**src/rtl/ntt_pkg.sv**
```systemverilog
// Shared types and constants for the single-butterfly NTT datapath and its scheduler.
package ntt_pkg;

  typedef enum logic [1:0] {
    IDLE  = 2'd0,
    ISSUE = 2'd1,
    DRAIN = 2'd2,
    DONE  = 2'd3
  } state_e;

  // Operand-in to E/O-out latency of the butterfly (CT and GS are equal) per modulus width.
  localparam int BU_LAT_Q32 = 8;
  localparam int BU_LAT_Q64 = 10;
  localparam int RD_LAT_DEF = 1;

  function automatic int drain_depth(input int rd_lat, input int lat);
    return rd_lat + lat;
  endfunction

  function automatic int stage_width(input int logn);
    return $clog2(logn) + 1;
  endfunction

endpackage

```
**src/rtl/bu_addr_gen.sv**
```systemverilog
// Combinational coefficient-pair and twiddle address map for one butterfly (s,k),
// CT (forward, decreasing stride) or GS (inverse, increasing stride) ordering.
module bu_addr_gen
  import ntt_pkg::*;
#(
  parameter int LOGN = 8
) (
  input  logic [stage_width(LOGN)-1:0] s,
  input  logic [LOGN-2:0]              k,
  input  logic                         ct,
  output logic [LOGN-1:0]              addr_a,
  output logic [LOGN-1:0]              addr_b,
  output logic [LOGN-1:0]              tw_addr
);

  localparam int SW = stage_width(LOGN);
  localparam logic [LOGN:0] N_C      = {1'b1, {LOGN{1'b0}}};
  localparam logic [LOGN:0] ONE_C    = {{LOGN{1'b0}}, 1'b1};
  localparam logic [SW-1:0] S_ONE_C  = {{(SW-1){1'b0}}, 1'b1};
  localparam logic [SW-1:0] S_LOGN_C = SW'(LOGN);

  logic [LOGN:0]   k_s;
  logic [LOGN:0]   t_s;
  logic [LOGN:0]   j_s;
  logic [LOGN-1:0] a_s;
  logic [LOGN-1:0] b_s;
  logic [LOGN-1:0] tw_s;

  assign k_s = {2'b00, k};

  // Stride t, group j and twiddle base m; addr_a = j*2t + (k mod t) built from shifts only.
  always_comb begin
    if (ct) begin
      t_s  = N_C >> (s + S_ONE_C);
      j_s  = k_s >> (S_LOGN_C - S_ONE_C - s);
      a_s  = LOGN'((j_s << (S_LOGN_C - s)) | (k_s & (t_s - ONE_C)));
      tw_s = LOGN'((ONE_C << s) + j_s);
    end else begin
      t_s  = ONE_C << s;
      j_s  = k_s >> s;
      a_s  = LOGN'((j_s << (s + S_ONE_C)) | (k_s & (t_s - ONE_C)));
      tw_s = LOGN'((N_C >> (s + S_ONE_C)) + j_s);
    end
    b_s = LOGN'({1'b0, a_s} + t_s);
  end

  assign addr_a  = a_s;
  assign addr_b  = b_s;
  assign tw_addr = tw_s;

endmodule

```
**src/rtl/ntt_bu_sched.sv**
```systemverilog
// Butterfly scheduler: walks all NTT stages issuing one butterfly per cycle, drains the
// datapath between stages, and replays issue addresses as write-backs after RD_LAT+LAT.
module ntt_bu_sched
  import ntt_pkg::*;
#(
  parameter int LOGN   = 8,
  parameter int LAT    = BU_LAT_Q32,
  parameter int RD_LAT = RD_LAT_DEF
) (
  input  logic            clk,
  input  logic            rst,
  input  logic            start,
  input  logic            mode_ct,
  output logic            busy,
  output logic            done,
  output logic            rd_en,
  output logic [LOGN-1:0] rd_addr_a,
  output logic [LOGN-1:0] rd_addr_b,
  output logic [LOGN-1:0] tw_addr,
  output logic            bu_ct,
  output logic            wr_en,
  output logic [LOGN-1:0] wr_addr_a,
  output logic [LOGN-1:0] wr_addr_b
);

  localparam int D  = drain_depth(RD_LAT, LAT);
  localparam int SW = stage_width(LOGN);
  localparam int CW = $clog2(D + 1);

  localparam logic [LOGN-2:0] K_LAST_C = {(LOGN-1){1'b1}};
  localparam logic [LOGN-2:0] K_ONE_C  = {{(LOGN-2){1'b0}}, 1'b1};
  localparam logic [SW-1:0]   S_LAST_C = SW'(LOGN - 1);
  localparam logic [SW-1:0]   S_ONE_C  = {{(SW-1){1'b0}}, 1'b1};
  localparam logic [CW-1:0]   D_C      = CW'(D);
  localparam logic [CW-1:0]   C_ONE_C  = {{(CW-1){1'b0}}, 1'b1};

  state_e          state_r, state_s;
  logic [SW-1:0]   stage_r, stage_s;
  logic [LOGN-2:0] bfly_r, bfly_s;
  logic [CW-1:0]   drain_r, drain_s;
  logic            ct_r, ct_s;

  logic [LOGN-1:0] gen_a_s, gen_b_s, gen_tw_s;

  logic            busy_r, done_r, rd_en_r, bu_ct_r;
  logic [LOGN-1:0] rd_addr_a_r, rd_addr_b_r, tw_addr_r;

  logic [D-1:0]           dl_vld_r;
  logic [D-1:0][LOGN-1:0] dl_a_r, dl_b_r;

  bu_addr_gen #(.LOGN(LOGN)) u_addr_gen (
    .s       (stage_s),
    .k       (bfly_s),
    .ct      (ct_s),
    .addr_a  (gen_a_s),
    .addr_b  (gen_b_s),
    .tw_addr (gen_tw_s)
  );

  // Next state, stage/butterfly counters and drain countdown.
  always_comb begin
    state_s = state_r;
    stage_s = stage_r;
    bfly_s  = bfly_r;
    drain_s = drain_r;
    ct_s    = ct_r;
    case (state_r)
      IDLE: begin
        if (start) begin
          ct_s    = mode_ct;
          stage_s = {SW{1'b0}};
          bfly_s  = {(LOGN-1){1'b0}};
          state_s = ISSUE;
        end else begin
          state_s = IDLE;
        end
      end
      ISSUE: begin
        if (bfly_r == K_LAST_C) begin
          state_s = DRAIN;
          drain_s = D_C;
        end else begin
          bfly_s = bfly_r + K_ONE_C;
        end
      end
      DRAIN: begin
        // Leaving on count 1 puts the stage's last write-back in this final drain cycle.
        if (drain_r == C_ONE_C) begin
          if (stage_r == S_LAST_C) begin
            state_s = DONE;
          end else begin
            stage_s = stage_r + S_ONE_C;
            bfly_s  = {(LOGN-1){1'b0}};
            state_s = ISSUE;
          end
        end else begin
          drain_s = drain_r - C_ONE_C;
        end
      end
      DONE:    state_s = IDLE;
      default: state_s = IDLE;
    endcase
  end

  // Control state registers.
  always_ff @(posedge clk) begin
    if (!rst) begin
      state_r <= IDLE;
      stage_r <= {SW{1'b0}};
      bfly_r  <= {(LOGN-1){1'b0}};
      drain_r <= {CW{1'b0}};
      ct_r    <= 1'b0;
    end else begin
      state_r <= state_s;
      stage_r <= stage_s;
      bfly_r  <= bfly_s;
      drain_r <= drain_s;
      ct_r    <= ct_s;
    end
  end

  // Registered issue-side outputs, computed from the next state so they align with rd_en.
  always_ff @(posedge clk) begin
    if (!rst) begin
      busy_r      <= 1'b0;
      done_r      <= 1'b0;
      rd_en_r     <= 1'b0;
      bu_ct_r     <= 1'b0;
      rd_addr_a_r <= {LOGN{1'b0}};
      rd_addr_b_r <= {LOGN{1'b0}};
      tw_addr_r   <= {LOGN{1'b0}};
    end else begin
      busy_r  <= (state_s != IDLE);
      done_r  <= (state_s == DONE);
      rd_en_r <= (state_s == ISSUE);
      bu_ct_r <= ct_s;
      if (state_s == ISSUE) begin
        rd_addr_a_r <= gen_a_s;
        rd_addr_b_r <= gen_b_s;
        tw_addr_r   <= gen_tw_s;
      end
    end
  end

  // Write-back delay line; clearing it on reset drops butterflies still in flight.
  always_ff @(posedge clk) begin
    if (!rst) begin
      dl_vld_r <= {D{1'b0}};
      dl_a_r   <= {(D*LOGN){1'b0}};
      dl_b_r   <= {(D*LOGN){1'b0}};
    end else begin
      dl_vld_r <= {dl_vld_r[D-2:0], rd_en_r};
      dl_a_r   <= {dl_a_r[D-2:0], rd_addr_a_r};
      dl_b_r   <= {dl_b_r[D-2:0], rd_addr_b_r};
    end
  end

  assign busy      = busy_r;
  assign done      = done_r;
  assign rd_en     = rd_en_r;
  assign rd_addr_a = rd_addr_a_r;
  assign rd_addr_b = rd_addr_b_r;
  assign tw_addr   = tw_addr_r;
  assign bu_ct     = bu_ct_r;
  assign wr_en     = dl_vld_r[D-1];
  assign wr_addr_a = dl_a_r[D-1];
  assign wr_addr_b = dl_b_r[D-1];

endmodule
```
**config.mk**
```make
export PLATFORM = sky130hd
export DESIGN_NAME = ntt_bu_sched
export DESIGN_NICKNAME = d
export VERILOG_FILES = /design/src/rtl/ntt_pkg.sv /design/src/rtl/bu_addr_gen.sv /design/src/rtl/ntt_bu_sched.sv
export SDC_FILE = /design/constraint.sdc
export NUM_CORES = 1
export LEC_CHECK = 0
export CAP_MARGIN = 0
export CORE_ASPECT_RATIO = 1.2
export CORE_MARGIN = 3
export CORE_UTILIZATION = 60
export DETAILED_ROUTE_END_ITERATION = 10
export PLACE_DENSITY = 0.8
export SKIP_LAST_GASP = 1
export SLEW_MARGIN = 20
export SYNTH_ARGS = -nofsm -noshare
export SYNTH_HDL_FRONTEND = slang
export SYNTH_SLANG_ARGS = --single-unit
```
**constraint.sdc**
```tcl
create_clock -name clk -period 15.2 [get_ports clk]
set_input_delay 3.04 -clock clk [delete_from_list [all_inputs] [get_ports clk]]
set_output_delay 3.04 -clock clk [all_outputs]
set_load 0.05 [all_outputs]
```
==> results.yml <==
finish:
  nFillCells: 1119
  fin_area_um2: 9856
  n_antenna_cell: 0
  nNetsFinal: 989
  area_delta_synth_final_pct: 11.35
  drive_gt1_frac: 0.08117
placed_design:
  portBuffers: 48
  hpwl_mm: 15.07
  routabilityCongestion: 0.9843
  dpl-instance-area_um2: 9258
floorplanning:
  initial_core_util: 0.6141
  fp-row-count: 48
  die_w_um: 116.9
  dieArea_um2: 16250
  pin_count: 49
  die_y_um: 139.1
  core_um2: 14410
yosys:
  syn_avg_cell_area_um2: 9.376
  synthTopCellsByCount: "dfxtp_1 (198), and2_1 (163), nor2_1 (63)"
  synth_ff_type: "dfxtp_1"
  ys_seq_elements: 198
  synth_area_um2: 8851
  yosysMostFrequentCell: "dfxtp_1"
  synth_area_leaders: "dfxtp_1 (45%), and2_1 (12%), ha_1 (4.8%)"
  synth_area_leader_cell: "dfxtp_1"
  synth_nets: 985
  ys.warnings.count: 0
  synth_top_area_frac: 0.4478
  synthArstFlopShare: 0
  synth_cell_types: 90
  syn_inst: 944
  ys_seq_area_frac: 0.4478
  synth_edf_count: 0
cts:
  clkLatencyLatePin_ps: 420
  cts_tree: "built"
  cts_sinks: 198
  clockRootBuffer: "clkbuf_16"
  cts_buffers: 17
  h-tree-depth: 4
  hold_buffers: 0
  cts_resized: 0
  clkTransAtPathRegs_ps: 70
  cts_buffer_depth: 2
  cts_setup_buffers: 0
route:
  dr.pass1.iters: 5
  drt-total-wl_mm: 21.29
  ant_nets: 0
  vias: 6809
  drc: 0
  drt_first_iter_violations: 550
  vias_per_cell: 5.994
  wl_per_cell_um: 18.74
job:
  drv_cap: 0
timing:
  period_share: 0.5282
  worst_pin_slew_ps: 1099
  slew_violations: 0
  finalSetupViolations: 0
  fmax_mhz: 124.6
  fin_setup_tns_ps: 0
  skew_ps: 8.136
  final_hold_viol_count: 0
  rsz0062_at_grt: "no"
  timing.slew.headroom: 0.2649
  fin_crit_ps: 8029
setup_path:
  reg2reg_depth: 18
  cp_top_family: "compound AO/OA/AOI/OAI gates"
  cp-startpoint: "start"
  crit_required_ps: 15550
  max_stage_delay_ps: 670
  worstPathCellList: "clkdlybuf4s50_1 > or3b_2 > o21a_1 > buf_4 > inv_2 > mux2i_1 > o22ai_1 > o22ai_1 > nor3_1 > o31a_1 > ha_1 > a21o_1 > a21oi_1 > nor2b_1 > o21a_1 > o41ai_1 > xnor2_1 > a2111o_1 > a31oi_1"
  slowest_stage: "mux2i_1"
  start_kind: "input port"
  crit_arrival_ps: 8370
  critical_path.max_fanout: 25
  r2r_start: "state_r[1]"
  r2r_slack_ps: 9210
  crit_buf_inv: 3
  end_kind: "flip-flop"
  rr_endpoint: "rd_addr_b[7]"
  crit_type: "input port to flip-flop"
worst_hold_path:
  hp-start: "dl_b_r[53]"
  worstHoldPathCells: 1
  hold_class: "flip-flop to flip-flop"
  whs_endpoint: "dl_b_r[61]"
grt:
  grt_max_degree: 153
  antenna_found_initial: 0
  grt_overflow: 0
  grt_pass1_wl_mm: 34.37
  grt_usage: 0.2694
  grt_pass1_vias: 6520
power_and_ir_drop:
  p_per_area_nw_per_um2: 109.3
  p_leak_nw: 4.007
  irDropWorstVdd_mv: 0.07668
status:
  status: "complete, no violations"
layer usage:
layer,global-route usage,routed length [um],vias to the layer above
li1,-,-,3302
met1,0.3443,8806,3169
met2,0.4345,10140,265
met3,0.04016,1097,73
met4,0.1413,1247,0
met5,0,0,-
placed cells by master, fill, tap and decap left out, drive strengths merged, types with 5 or more instances in the layout:
cell / netlist / routed
o21a: 6 / 6
ha: 34 / 34
mux2: 8 / 8
o22a: 8 / 8
a311oi: 8 / 8
nand2: 52 / 52
o211ai: 10 / 10
clkbuf: 39 / 18
a211oi: 17 / 17
xnor2: 16 / 16
nor2b: 5 / 5
dfxtp: 198 / 198
o21ai: 24 / 24
o21bai: 8 / 8
inv: 25 / 32
clkdlybuf4s50: 0 / 47
nor2: 63 / 63
o22ai: 9 / 9
a2bb2oi: 8 / 8
nor3: 14 / 14
o221ai: 7 / 7
nand3: 16 / 16
xor2: 9 / 9
a21oi: 42 / 42
or2: 8 / 8
buf: 31 / 8
mux2i: 7 / 7
and2: 164 / 164
a31oi: 16 / 16
a21o: 6 / 6
and3: 8 / 8
worst reg2reg max path, delay by kind of cell (launching register included):
kind | cells | cell delay, ps
AOI/OAI and AO/OA | 8 | 2110
and+or+nand+nor | 5 | 1900
adders and majority gates | 2 | 620
DFF | 1 | 580
buffers and inverters | 2 | 540
xor gates and xnor gates | 1 | 190
cell type report:
| type | instances | area (um2) | area share |
|---|---|---|---|
| clock buffers | 18 | 439.2 | 0.04456 |
| clock inverters | 14 | 158.9 | 0.01612 |
| inverters | 25 | 96.34 | 0.009775 |
| multi-input cells | 651 | 4448 | 0.4513 |
| flip-flops and latches | 198 | 3964 | 0.4022 |
| well taps | 175 | 219.0 | 0.02222 |
| repair buffers | 55 | 530.5 | 0.05383 |
state kept, by name (all words and copies together) (netlist names), 7 cells and up:
signal / cells
dl_a_r: 64
dl_b_r: 64
dl_vld_r: 9
bfly_r: 7
tw_addr: 8
wr_addr_b: 8
wr_addr_a: 8
rd_addr_a: 8
rd_addr_b: 8
how the worst max path moves through the flow:
stage                         endpoint  slack [ps]  depth (start not counted)
final                     rd_addr_b[7]        7170                         19
after global routing      rd_addr_b[7]        6940                         19
after CTS                 rd_addr_b[7]        7270                         19
after detailed placement  rd_addr_b[7]        6860                         19
after global placement    rd_addr_b[7]        6910                         19
after floorplan           rd_addr_b[7]        7850                         21
metrics by stage:
stage	setup WS [ps]	utilization	hold slack (ps)	cells	power, mW
3_5_place_dp	6859	0.6423	415.7	1104	0.6481
3_3_place_gp	6914	0.6423	410.2	1104	0.6474
5_1_grt	6943	0.6838	437.1	1136	1.114
6_report	7171	0.6838	431.4	1136	1.077
2_1_floorplan	7852	-	405.7	944	0.6168
4_1_cts	7273	0.6838	430.0	1136	1.084
where the power goes:
group	internal, mW	total [mW]	switching [mW]
registers	0.533	0.540	0.00673
clock network	0.238	0.441	0.202
logic	0.0331	0.0971	0.0640
kinds of logic after synthesis:
group / synth area share
AND/OR/NAND/NOR: 0.2235
multiplexers: 0.01810
adder cells (fa/ha/maj): 0.05485
flip-flops: 0.4478
buffers and inverters: 0.05004
AO/OA/AOI/OAI: 0.1809
XOR/XNOR: 0.02474
No activity file was read; power rests on OpenSTA's default activity.
